[config.mk]
export PLATFORM = sky130hd
export DESIGN_NAME = timer_core
export DESIGN_NICKNAME = d
export VERILOG_FILES = /design/src/rtl/timer_pkg.sv /design/src/rtl/timer_edge_det.sv /design/src/rtl/timer_core.sv
export SDC_FILE = /design/constraint.sdc
export NUM_CORES = 1
export LEC_CHECK = 0
export BUFFER_PORTS_ARGS = -buffer_cell sky130_fd_sc_hd__clkbuf_2
export CORE_MARGIN = 4
export CORE_UTILIZATION = 45
export CTS_BUF_LIST = sky130_fd_sc_hd__clkbuf_16
export CTS_CLUSTER_DIAMETER = 30
export DETAILED_ROUTE_END_ITERATION = 7
export PLACE_DENSITY_LB_ADDON = 0.3
export REMOVE_ABC_BUFFERS = 1
export SLEW_MARGIN = 10
export SYNTH_ARGS = -nofsm -noshare
export SYNTH_HDL_FRONTEND = slang
export SYNTH_SLANG_ARGS = --single-unit
[constraint.sdc]
create_clock -name clk -period 4.34 [get_ports clk]
set_clock_uncertainty 0.2 [all_clocks]
set_input_delay 1.302 -clock clk [delete_from_list [all_inputs] [get_ports clk]]
set_output_delay 1.302 -clock clk [all_outputs]
set_load 0.01 [all_outputs]
[src/rtl/timer_pkg.sv]
// Shared width and FSM state encoding for the pulse-width timer.
package timer_pkg;

  localparam int TIMER_WIDTH = 32;

  typedef enum logic [1:0] {
    IDLE    = 2'd0,
    RUN     = 2'd1,
    STOPPED = 2'd2
  } timer_state_t;

endpackage

[src/rtl/timer_edge_det.sv]
// Rising-edge detector: one history register; a held-high input yields a single pulse.
module timer_edge_det (
  input  logic clk,
  input  logic rst_an,
  input  logic sig_i,
  output logic rise_o
);

  logic sig_q;

  always_ff @(posedge clk or negedge rst_an) begin
    if (!rst_an) begin
      sig_q <= 1'b0;
    end else begin
      sig_q <= sig_i;
    end
  end

  assign rise_o = sig_i & ~sig_q;

endmodule

[src/rtl/timer_core.sv]
// Pulse-width timer: counts clocks from a start edge to a capture edge,
// with a sticky compare alarm while running.
module timer_core
  import timer_pkg::*;
#(
  parameter int WIDTH = TIMER_WIDTH
) (
  input  logic             clk,
  input  logic             rst_an,
  input  logic             rst_capture,
  input  logic             start,
  input  logic             capture,
  input  logic             alarm_en,
  input  logic [WIDTH-1:0] alarm,
  output logic [WIDTH-1:0] captured,
  output logic [WIDTH-1:0] counter,
  output logic             alarm_out,
  output logic             running
);

  // Assertion is immediate; deassertion is retimed to clk over two flops.
  logic rst_meta_q;
  logic rst_sync_q;
  logic rst_n_int;

  always_ff @(posedge clk or negedge rst_an) begin
    if (!rst_an) begin
      rst_meta_q <= 1'b0;
      rst_sync_q <= 1'b0;
    end else begin
      rst_meta_q <= 1'b1;
      rst_sync_q <= rst_meta_q;
    end
  end

  assign rst_n_int = rst_sync_q;

  logic start_re;
  logic capture_re;

  timer_edge_det u_start_det (
    .clk    (clk),
    .rst_an (rst_n_int),
    .sig_i  (start),
    .rise_o (start_re)
  );

  timer_edge_det u_capture_det (
    .clk    (clk),
    .rst_an (rst_n_int),
    .sig_i  (capture),
    .rise_o (capture_re)
  );

  timer_state_t     state_q, state_d;
  logic [WIDTH-1:0] counter_q, counter_d;
  logic [WIDTH-1:0] captured_q, captured_d;
  logic             alarm_q, alarm_d;
  logic             running_q, running_d;
  logic [WIDTH-1:0] counter_inc;

  assign counter_inc = counter_q + WIDTH'(1);

  always_comb begin
    state_d    = state_q;
    counter_d  = counter_q;
    captured_d = captured_q;

    unique case (state_q)
      IDLE: begin
        counter_d = '0;
        if (start_re) begin
          state_d = RUN;
        end
      end
      RUN: begin
        counter_d = counter_inc;
        // Start beats a same-edge capture: restart and leave the snapshot alone.
        if (start_re) begin
          counter_d = '0;
        end else if (capture_re) begin
          state_d    = STOPPED;
          captured_d = counter_inc;
        end
      end
      STOPPED: begin
        if (start_re) begin
          state_d   = RUN;
          counter_d = '0;
        end
      end
      default: begin
        state_d   = IDLE;
        counter_d = '0;
      end
    endcase

    if (rst_capture) begin
      captured_d = '0;
    end
  end

  always_comb begin
    alarm_d = alarm_q;
    if (start_re || !alarm_en) begin
      alarm_d = 1'b0;
    end else if (state_q == RUN && counter_q == alarm) begin
      alarm_d = 1'b1;
    end
  end

  assign running_d = (state_d == RUN);

  always_ff @(posedge clk or negedge rst_n_int) begin
    if (!rst_n_int) begin
      state_q    <= IDLE;
      counter_q  <= '0;
      captured_q <= '0;
      alarm_q    <= 1'b0;
      running_q  <= 1'b0;
    end else begin
      state_q    <= state_d;
      counter_q  <= counter_d;
      captured_q <= captured_d;
      alarm_q    <= alarm_d;
      running_q  <= running_d;
    end
  end

  assign captured  = captured_q;
  assign counter   = counter_q;
  assign alarm_out = alarm_q;
  assign running   = running_q;

endmodule
==> flow_metrics.env, run 1 <==
export IMPL_wl_per_cell_um=17.30
export IMPL_hold_viol=0
export IMPL_setup_tns_ns=0
export IMPL_grt_pass1_vias=3467
export IMPL_cts_resized=0
export IMPL_core_area_um2=8721
export IMPL_clock_sinks=72
export IMPL_nets=553
export IMPL_clock_path_buffers=2
export IMPL_synth_most_common_cell="dfrtp_1"
export IMPL_yosys_top_cells_area="dfrtp_1 45%, xnor2_1 7.6%, xor2_1 5.7%"
export IMPL_post_route_min_period_ns=2.932
export IMPL_hold_buffers=0
export IMPL_worstSetupEndpointType="flop"
export IMPL_grt_overflow_total=0
export IMPL_vias_per_cell=5.616
export IMPL_crit_family="simple AND/OR/NAND/NOR gates"
export IMPL_relSlewSlack_pct=29.11
export IMPL_start_util_pct=46.07
export IMPL_ys_seq_elements=72
export IMPL_finalNonFillerCells=627
export IMPL_setup_ws_ns=1.408
export IMPL_crit_fanout=12
export IMPL_critPathMaxStageDelay_ns=0.85
export IMPL_crit_path_cell_trace="nand4_4 -> nor4_2 -> and2_0 -> o21ai_0 -> a22o_1"
export IMPL_dieHeight_um=102.5
export IMPL_slew_violations=0
export IMPL_startpoint_type="flop"
export IMPL_drcViolationCount=0
export IMPL_yosys_area_top_type="dfrtp_1"
export IMPL_hold_class="flop to flop"
export IMPL_wl_um=10840
export IMPL_numPortBuffers=103
export IMPL_drtPass1Iterations=4
export IMPL_grt_start_max_net_pins=42
export IMPL_max_freq_mhz=341.1
export IMPL_setup_viol=0
export IMPL_dp_cells=611
export IMPL_arrival_ns=2.95
export IMPL_synth_area_um2=4018
export IMPL_avgSynthCellArea_um2=9.365
export IMPL_n_antenna_cell=0
export IMPL_cts_tree="done"
export IMPL_ys_flop_type="dfrtp_1"
export IMPL_path_buf_inv=0
export IMPL_slowest_stage="nor4_2"
export IMPL_root_buffer="clkbuf_16"
export IMPL_grt_pass1_wl_um=17700
export IMPL_run_status="finished, final reports clean"
export IMPL_fp_dieW_um=102.5
export IMPL_die_area_um2=10500
export IMPL_path_class="flop to flop"
export IMPL_synthCells=429
export IMPL_drtAntennaViolNets=0
export IMPL_areaGrowthSynthToFinish_pct=21.99
export IMPL_drive_gt1_share_pct=26.20
export IMPL_place_congestion=0.8936
export IMPL_synth_yosys_seq_area_share_pct=44.85
export IMPL_grt_usage_pct=21.76
export IMPL_cp_required_ns=4.35
export IMPL_pre_cts_slack_ns=1.244
export IMPL_tightest_slew_ns=1.055
export IMPL_clkSlewWorstSetupHoldPaths_ns=0.06
export IMPL_ys_types=41
export IMPL_synth_commonest_cells="72 x dfrtp_1, 44 x nor2_1, 35 x xnor2_1, 31 x nand2_1, 28 x a211oi_1"
export IMPL_io_pins=104
export IMPL_tritoncts_num_buffers=9
export IMPL_antenna_found_initial=0
export IMPL_p_leak_nw=2.215
export IMPL_vias=3521
export IMPL_drv_cap=0
export IMPL_yosysWarnings=0
export IMPL_rows=34
export IMPL_hpwl_um=7872
export IMPL_irDropWorstVdd_uv=185.2
export IMPL_p_per_area_nw_per_um2=369.8
export IMPL_htreeDepth=3
export IMPL_cts_setup_buffers=0
export IMPL_clk_latency_ns=0.33
export IMPL_yosysTopAreaCellShare_pct=44.85
export IMPL_synth_edf_count=0
export IMPL_synth_async_reset_ratio_pct=100.0
export IMPL_period_share_pct=67.55
export IMPL_drt_initial_drc_count=174
export IMPL_rsz0062_at_grt="false"
-- kinds of logic (layout without fill, tap and decap cells) --
logic type | count (synthesis) | count (layout) | share of synthesized area [%]
flip-flops | 72 | 72 | 44.85
multiplexers | 3 | 3 | 0.7475
adder cells (fa/ha/maj) | 1 | 1 | 0.3114
other | 1 | 1 | 0.09334
buffers and inverters | 44 | 134 | 4.671
AO/OA/AOI/OAI | 101 | 101 | 16.13
XOR/XNOR | 61 | 61 | 13.30
AND/OR/NAND/NOR | 146 | 146 | 19.90
-- path summary, 6_finish.rpt --
kind | from | end | slack, ns | cells past startpoint
worst max-delay path | counter[4] | counter[22] | 1.41 | 5
worst min-delay path | rst_meta_q | rst_n_int | 0.15 | 0
worst max register to register | counter[4] | counter[22] | 1.41 | 5
worst min register to register | rst_meta_q | rst_n_int | 0.15 | 0
max in group asynchronous | rst_n_int | captured[20] | 2.78 | 1
min in group asynchronous | rst_n_int | captured[0] | 0.19 | 0
-- registers in the layout, indices dropped and copies added (netlist names) --
register / cells
counter: 32
captured: 32
rst_meta_q: 1
u_capture_det.sig_q: 1
rst_n_int: 1
state_q: 2
running: 1
alarm_out: 1
u_start_det.sig_q: 1
-- power by group --
group | leakage [nW] | switching, W | internal (W) | total [W]
Combinational | 1.07 | 0.000145 | 0.0000920 | 0.000237
Clock | 0.168 | 0.000279 | 0.000558 | 0.000837
Sequential | 0.981 | 0.0000354 | 0.000702 | 0.000738
-- layout by cell type, fill, tap and decap left out, drive strengths merged, types with 12 or more instances in the layout --
master / instances
a211oi: 29
a21oi: 16
clkbuf: 112
dfrtp: 72
inv: 12
nand2: 31
nand3: 17
nand4: 16
nor2: 44
o21ai: 26
xnor2: 35
xor2: 26
-- routing by layer --
| metal | GRT usage, % | routed length (um) |
|---|---|---|
| met2 | 34.01 | 4994 |
| met5 | 0 | 0 |
| met3 | 3.248 | 765 |
| met1 | 30.79 | 4884 |
| met4 | 7.972 | 199 |
-- final cells by class --
class	count	area, um2
Fill cell	781	3820
Multi-Input combinational cell	313	2033
Sequential cell	72	1803
Timing Repair Buffer	108	553.0
Clock buffer	9	225.2
Tap cell	108	135.1
Clock inverter	7	113.9
Inverter	10	37.54
-- per-stage QoR --
| stage | hold slack [ns] | util, % | power, W | area, um2 |
|---|---|---|---|---|
| global route | 0.1812 | 56.20 | 0.001891 | 4901 |
| finish | 0.1494 | 56.20 | 0.001812 | 4901 |
| global placement | 0.1328 | 52.31 | 0.0009795 | 4562 |
| detailed placement | 0.1372 | 52.31 | 0.0009873 | 4562 |
| CTS | 0.1515 | 56.20 | 0.001827 | 4901 |
| floorplan | 0.1312 | - | 0.0008874 | 3867 |
Note: power is estimated with default switching activity, not from simulation.
==> run 2: changes to the inputs <==
- clock period: 4.34 -> 2.6 ns (I/O delays scaled with it)
==> run 2 against run 1 <==
Compared with the run above: fmax increased by 19%; flip-flop and latch count unchanged; setup slack worse by 1.3 ns; largest cell class unchanged; largest power group unchanged; highest routed layer unchanged.
==> flow_metrics.env, run 2 (same netlist as run 1, synthesis figures left out) <==
export IMPL_run_status="finished, final reports clean"
export IMPL_pwr_share_clk_pct=43.8
export IMPL_p_per_area_nw_per_um2=585.7
export IMPL_cp_required_ns=2.62
export IMPL_antenna_found_initial=0
export IMPL_clkSlewWorstSetupHoldPaths_ns=0.06
export IMPL_crit_family="simple AND/OR/NAND/NOR gates"
export IMPL_p_int_w=0.002161
export IMPL_io_pins=104
export IMPL_reg2reg_depth=6
export IMPL_setup_viol=0
export IMPL_fp_dieW_um=102.5
export IMPL_max_freq_mhz=405.8
export IMPL_post_route_min_period_ns=2.464
export IMPL_p_leak_nw=2.297
export IMPL_tritoncts_num_buffers=9
export IMPL_path_buf_inv=0
export IMPL_r2r_end="counter[22]"
export IMPL_grt_usage_pct=22.08
export IMPL_hold_viol=0
export IMPL_p_comb_share_pct=14.3
export IMPL_htreeDepth=3
export IMPL_drtAntennaViolNets=0
export IMPL_place_congestion=0.8551
export IMPL_nFillCells=785
export IMPL_switchingPower_w=0.0007607
export IMPL_grt_pass1_vias=3508
export IMPL_crit_path_cell_trace="ha_1 -> nand3_2 -> nor3_4 -> and2_1 -> o21ai_0 -> a22o_1"
export IMPL_holdWs_ns=0.02588
export IMPL_areaGrowthSynthToFinish_pct=24.17
export IMPL_p_sw_share_pct=26.03
export IMPL_clock_path_buffers=2
export IMPL_clk_latency_ns=0.33
export IMPL_rows=34
export IMPL_root_buffer="clkbuf_16"
export IMPL_grt_overflow_total=0
export IMPL_layout_common_cells="103 x clkbuf_2, 71 x dfrtp_1, 44 x nor2_1, 35 x xnor2_1, 31 x nand2_1"
export IMPL_place_area_um2=4677
export IMPL_hold_buffers=0
export IMPL_dieHeight_um=102.5
export IMPL_drive_gt1_share_pct=27.50
export IMPL_arrival_ns=2.48
export IMPL_r2r_slack_ns=0.14
export IMPL_die_area_um2=10500
export IMPL_relSlewSlack_pct=17.22
export IMPL_nets=565
export IMPL_irDropWorstVdd_uv=333.1
export IMPL_wl_um=11060
export IMPL_reg2reg_from="counter[0]"
export IMPL_startpoint_type="flop"
export IMPL_drt_initial_drc_count=216
export IMPL_multiInputGateArea_um2=2039
export IMPL_final_common_cell="clkbuf_2"
export IMPL_hold_class="primary input to async pin"
export IMPL_crit_fanout=8
export IMPL_period_share_pct=94.77
export IMPL_numPortBuffers=103
export IMPL_slowest_stage="dfrtp_1"
export IMPL_wl_per_cell_um=17.31
export IMPL_clock_sinks=72
export IMPL_worstSetupEndpointType="flop"
export IMPL_start_util_pct=46.07
export IMPL_seq_power_share_pct=42.0
export IMPL_vias=3566
export IMPL_drtPass1Iterations=5
export IMPL_critPathMaxStageDelay_ns=0.51
export IMPL_stdcell_area_um2=4989
export IMPL_slew_violations=0
export IMPL_grt_pass1_wl_um=17840
export IMPL_drcViolationCount=0
export IMPL_vias_per_cell=5.581
export IMPL_path_class="flop to flop"
export IMPL_rsz0062_at_grt="false"
export IMPL_tightest_slew_ns=1.237
export IMPL_drv_cap=0
export IMPL_n_antenna_cell=0
export IMPL_dp_cells=623
export IMPL_core_area_um2=8721
export IMPL_finalNonFillerCells=639
export IMPL_hpwl_um=7919
export IMPL_critical_path_depth=6
export IMPL_cts_tree="done"
export IMPL_grt_start_max_net_pins=64
export IMPL_seq_area_um2=1803
==> run 2: what timing repair did <==
action	in CTS	in global routing
endpoints found under the setup margin	0	3
setup buffers	0	0
gates resized for setup	0	2
==> run 2: worst max path at each step <==
stage,startpoint,end,slack [ns]
floorplan,start,captured[0],-2.67
global placement,start,counter[13],0.07
detailed placement,start,counter[4],0.01
CTS,counter[0],counter[22],0.04
global route,counter[0],counter[22],0.03
finish,counter[0],counter[22],0.14
==> run 2: per-layer routing <==
| layer | share of wire [%] | GRT usage (%) | vias to the layer above |
|---|---|---|---|
| li1 | - | - | 1696 |
| met1 | 44 | 30.71 | 1694 |
| met2 | 45 | 34.01 | 158 |
| met3 | 8.4 | 3.992 | 18 |
| met4 | 2.1 | 9.284 | 0 |
| met5 | 0 | 0 | - |
==> run 2: stage by stage <==
step / power [W] / setup TNS, ns / utilization (%) / setup WS [ns]
final: 0.002922 / 0 / 57.20 / 0.1359
after global placement: 0.001648 / 0 / 53.63 / 0.07234
after CTS: 0.002948 / 0 / 57.13 / 0.03524
after floorplan: 0.001481 / -84.19 / - / -2.669
after detailed placement: 0.001661 / 0 / 53.63 / 0.01347
after global routing: 0.003056 / 0 / 57.20 / 0.03394
==> run 2: layout make-up <==
cell class	instances	share of cell area [%]
multi-input cells	313	40.88
flip-flops and latches	72	36.14
repair buffers	120	13.39
clock buffers	9	4.515
well taps	108	2.709
clock inverters	7	1.605
inverters	10	0.7524
==> run 2: power groups by stage <==
| stage | sequential [W] | combinational, W | clock, W |
|---|---|---|---|
| 5_1_grt | 0.00124 | 0.000465 | 0.00136 |
| 3_5_place_dp | 0.00125 | 0.000415 | 0 |
| 6_report | 0.00123 | 0.000417 | 0.00128 |
| 3_3_place_gp | 0.00124 | 0.000404 | 0 |
| 4_1_cts | 0.00123 | 0.000418 | 0.00130 |
| 2_1_floorplan | 0.00127 | 0.000215 | 0 |
==> run 3: changes to the inputs <==
- clock period: 2.6 -> 2.1 ns (I/O delays scaled with it)
==> run 3 against run 2 <==
Compared with the run above: final cell count is 6.7% higher; sequential share of layout area is 2.2 points lower; setup slack worse by 0.037 ns; utilization is 3.8 points higher.
==> flow_metrics.env, run 3 (same netlist as run 1, synthesis figures left out) <==
export IMPL_run_status="finished, final reports clean"
export IMPL_hold_viol=0
export IMPL_grt_overflow_total=0
export IMPL_place_area_um2=4945
export IMPL_stdcell_area_um2=5324
export IMPL_place_congestion=0.8969
export IMPL_antenna_found_initial=0
export IMPL_fp_dieW_um=102.5
export IMPL_met1_usage_pct=30.58
export IMPL_die_area_um2=10500
export IMPL_tritoncts_num_buffers=9
export IMPL_grt_busiest_layer="met2"
export IMPL_htreeDepth=3
export IMPL_wl_per_cell_um=16.69
export IMPL_numPortBuffers=103
export IMPL_hpwl_um=8284
export IMPL_path_class="flop to flop"
export IMPL_p_sw_share_pct=27.45
export IMPL_arrival_ns=2.03
export IMPL_dieHeight_um=102.5
export IMPL_crit_path_start="counter[1]"
export IMPL_post_route_min_period_ns=2.001
export IMPL_tightest_slew_ns=0.7129
export IMPL_drtAntennaViolNets=0
export IMPL_layout_common_cells="103 x clkbuf_2, 69 x dfrtp_1, 55 x buf_4, 43 x nor2_1, 35 x xnor2_1"
export IMPL_startpoint_type="flop"
export IMPL_clock_path_buffers=2
export IMPL_hold_class="flop to async pin"
export IMPL_nFillCells=751
export IMPL_multiInputGateArea_um2=2079
export IMPL_p_per_area_nw_per_um2=644.5
export IMPL_grt_use_met2_pct=34.86
export IMPL_r2r_slack_ns=0.1
export IMPL_period_share_pct=95.28
export IMPL_drcViolationCount=0
export IMPL_setup_viol=0
export IMPL_cts_tree="done"
export IMPL_seq_area_um2=1805
export IMPL_use_met3_pct=4.398
export IMPL_endpoint="captured[14]"
export IMPL_relSlewSlack_pct=52.47
export IMPL_p_leak_nw=2.503
export IMPL_rsz0062_at_grt="true"
export IMPL_grt_pass1_vias=3647
export IMPL_drive_gt1_share_pct=34.15
export IMPL_r2r_end="captured[14]"
export IMPL_switchingPower_w=0.0009420
export IMPL_start_util_pct=46.07
export IMPL_rows=34
export IMPL_final_common_cell="clkbuf_2"
export IMPL_reg2reg_from="counter[1]"
export IMPL_root_buffer="clkbuf_16"
export IMPL_vias=3759
export IMPL_nets=608
export IMPL_grt_usage_pct=22.09
export IMPL_io_pins=104
export IMPL_seq_power_share_pct=43.8
export IMPL_irDropWorstVdd_uv=424.9
export IMPL_drv_cap=0
export IMPL_drtPass1Iterations=5
export IMPL_wl_um=11380
export IMPL_p_int_w=0.002489
export IMPL_clkSlewWorstSetupHoldPaths_ns=0.06
export IMPL_slew_violations=0
export IMPL_clock_sinks=72
export IMPL_clk_latency_ns=0.32
export IMPL_holdWs_ns=0.07667
export IMPL_worstSetupEndpointType="flop"
export IMPL_vias_per_cell=5.512
export IMPL_drt_initial_drc_count=177
export IMPL_areaGrowthSynthToFinish_pct=32.51
export IMPL_max_freq_mhz=499.8
export IMPL_n_antenna_cell=0
export IMPL_crit_fanout=4
export IMPL_core_area_um2=8721
export IMPL_p_comb_share_pct=17.7
export IMPL_grt_start_max_net_pins=71
export IMPL_reg2reg_depth=7
export IMPL_pwr_share_clk_pct=38.5
export IMPL_cp_required_ns=2.12
export IMPL_grt_pass1_wl_um=18080
==> run 3: cell count changes in the layout (fill, tap and decap cells not counted), moves of 2 or more <==
cell       delta
clkinv_2      +3
bufinv_16     -2
dfrtp_2       +2
nand3_1       -2
dfrtp_1       -2
buf_4        +40
==> run 3: how the worst min path moves through the flow <==
stage,from,end,slack (ns),depth (start not counted)
5_1_grt,rst_n_int,captured[0],0.12,1
3_3_place_gp,rst_n_int,captured[0],0.11,1
3_5_place_dp,rst_n_int,captured[0],0.11,1
4_1_cts,rst_n_int,captured[4],0.12,1
2_1_floorplan,rst_an,rst_meta_q,0.13,0
6_report,rst_n_int,captured[0],0.08,1
==> run 3: critical path: stages, from the launching register on <==
cell and delay [ns]:
dfrtp_1 0.42, ha_4 0.18, nand3_4 0.12, buf_6 0.15, nor4_4 0.38, buf_4 0.19
xnor2_1 0.05, a211oi_1 0.22
==> run 3: final cells by class <==
class,instances,share of cell area [%]
well taps,108,2.538
repair buffers,163,18.97
multi-input cells,313,39.06
flip-flops and latches,72,33.91
clock inverters,7,0.5875
inverters,10,0.7051
clock buffers,9,4.230
==> run 3: routing by layer <==
metal  vias to the layer above  wire [um]
li1                       1795          -
met1                      1806       4968
met2                       144       5406
met3                        14        866
met4                         0        140
met5                         -          0
==> run 3: repair_timing <==
item	in CTS	in global routing
endpoints found under the hold margin	2	0
endpoints found under the setup margin	1	28
hold buffers	1	0
setup buffers	0	8
pin swaps	0	7
resized for setup	1	12
==> run 3: power groups by stage <==
stage          Sequential [W]  Combinational, W  Clock (W)
2_1_floorplan         0.00157          0.000266          0
3_3_place_gp          0.00152          0.000557          0
3_5_place_dp          0.00152          0.000568          0
4_1_cts               0.00150          0.000577    0.00135
5_1_grt               0.00151          0.000674    0.00143
6_report              0.00150          0.000608    0.00132
==> run 3: per-stage QoR <==
stage | total power (W) | std cells | setup WS (ns) | utilization [%] | setup TNS, ns
floorplan | 0.001834 | 395 | -3.019 | - | -114.14
global placement | 0.002076 | 657 | 0.04766 | 56.70 | 0
detailed placement | 0.002090 | 657 | -0.02366 | 56.70 | -0.03339
CTS | 0.003425 | 674 | 0.03911 | 59.83 | 0
global route | 0.003613 | 682 | -0.03115 | 61.05 | -0.04873
finish | 0.003431 | 682 | 0.09904 | 61.05 | 0
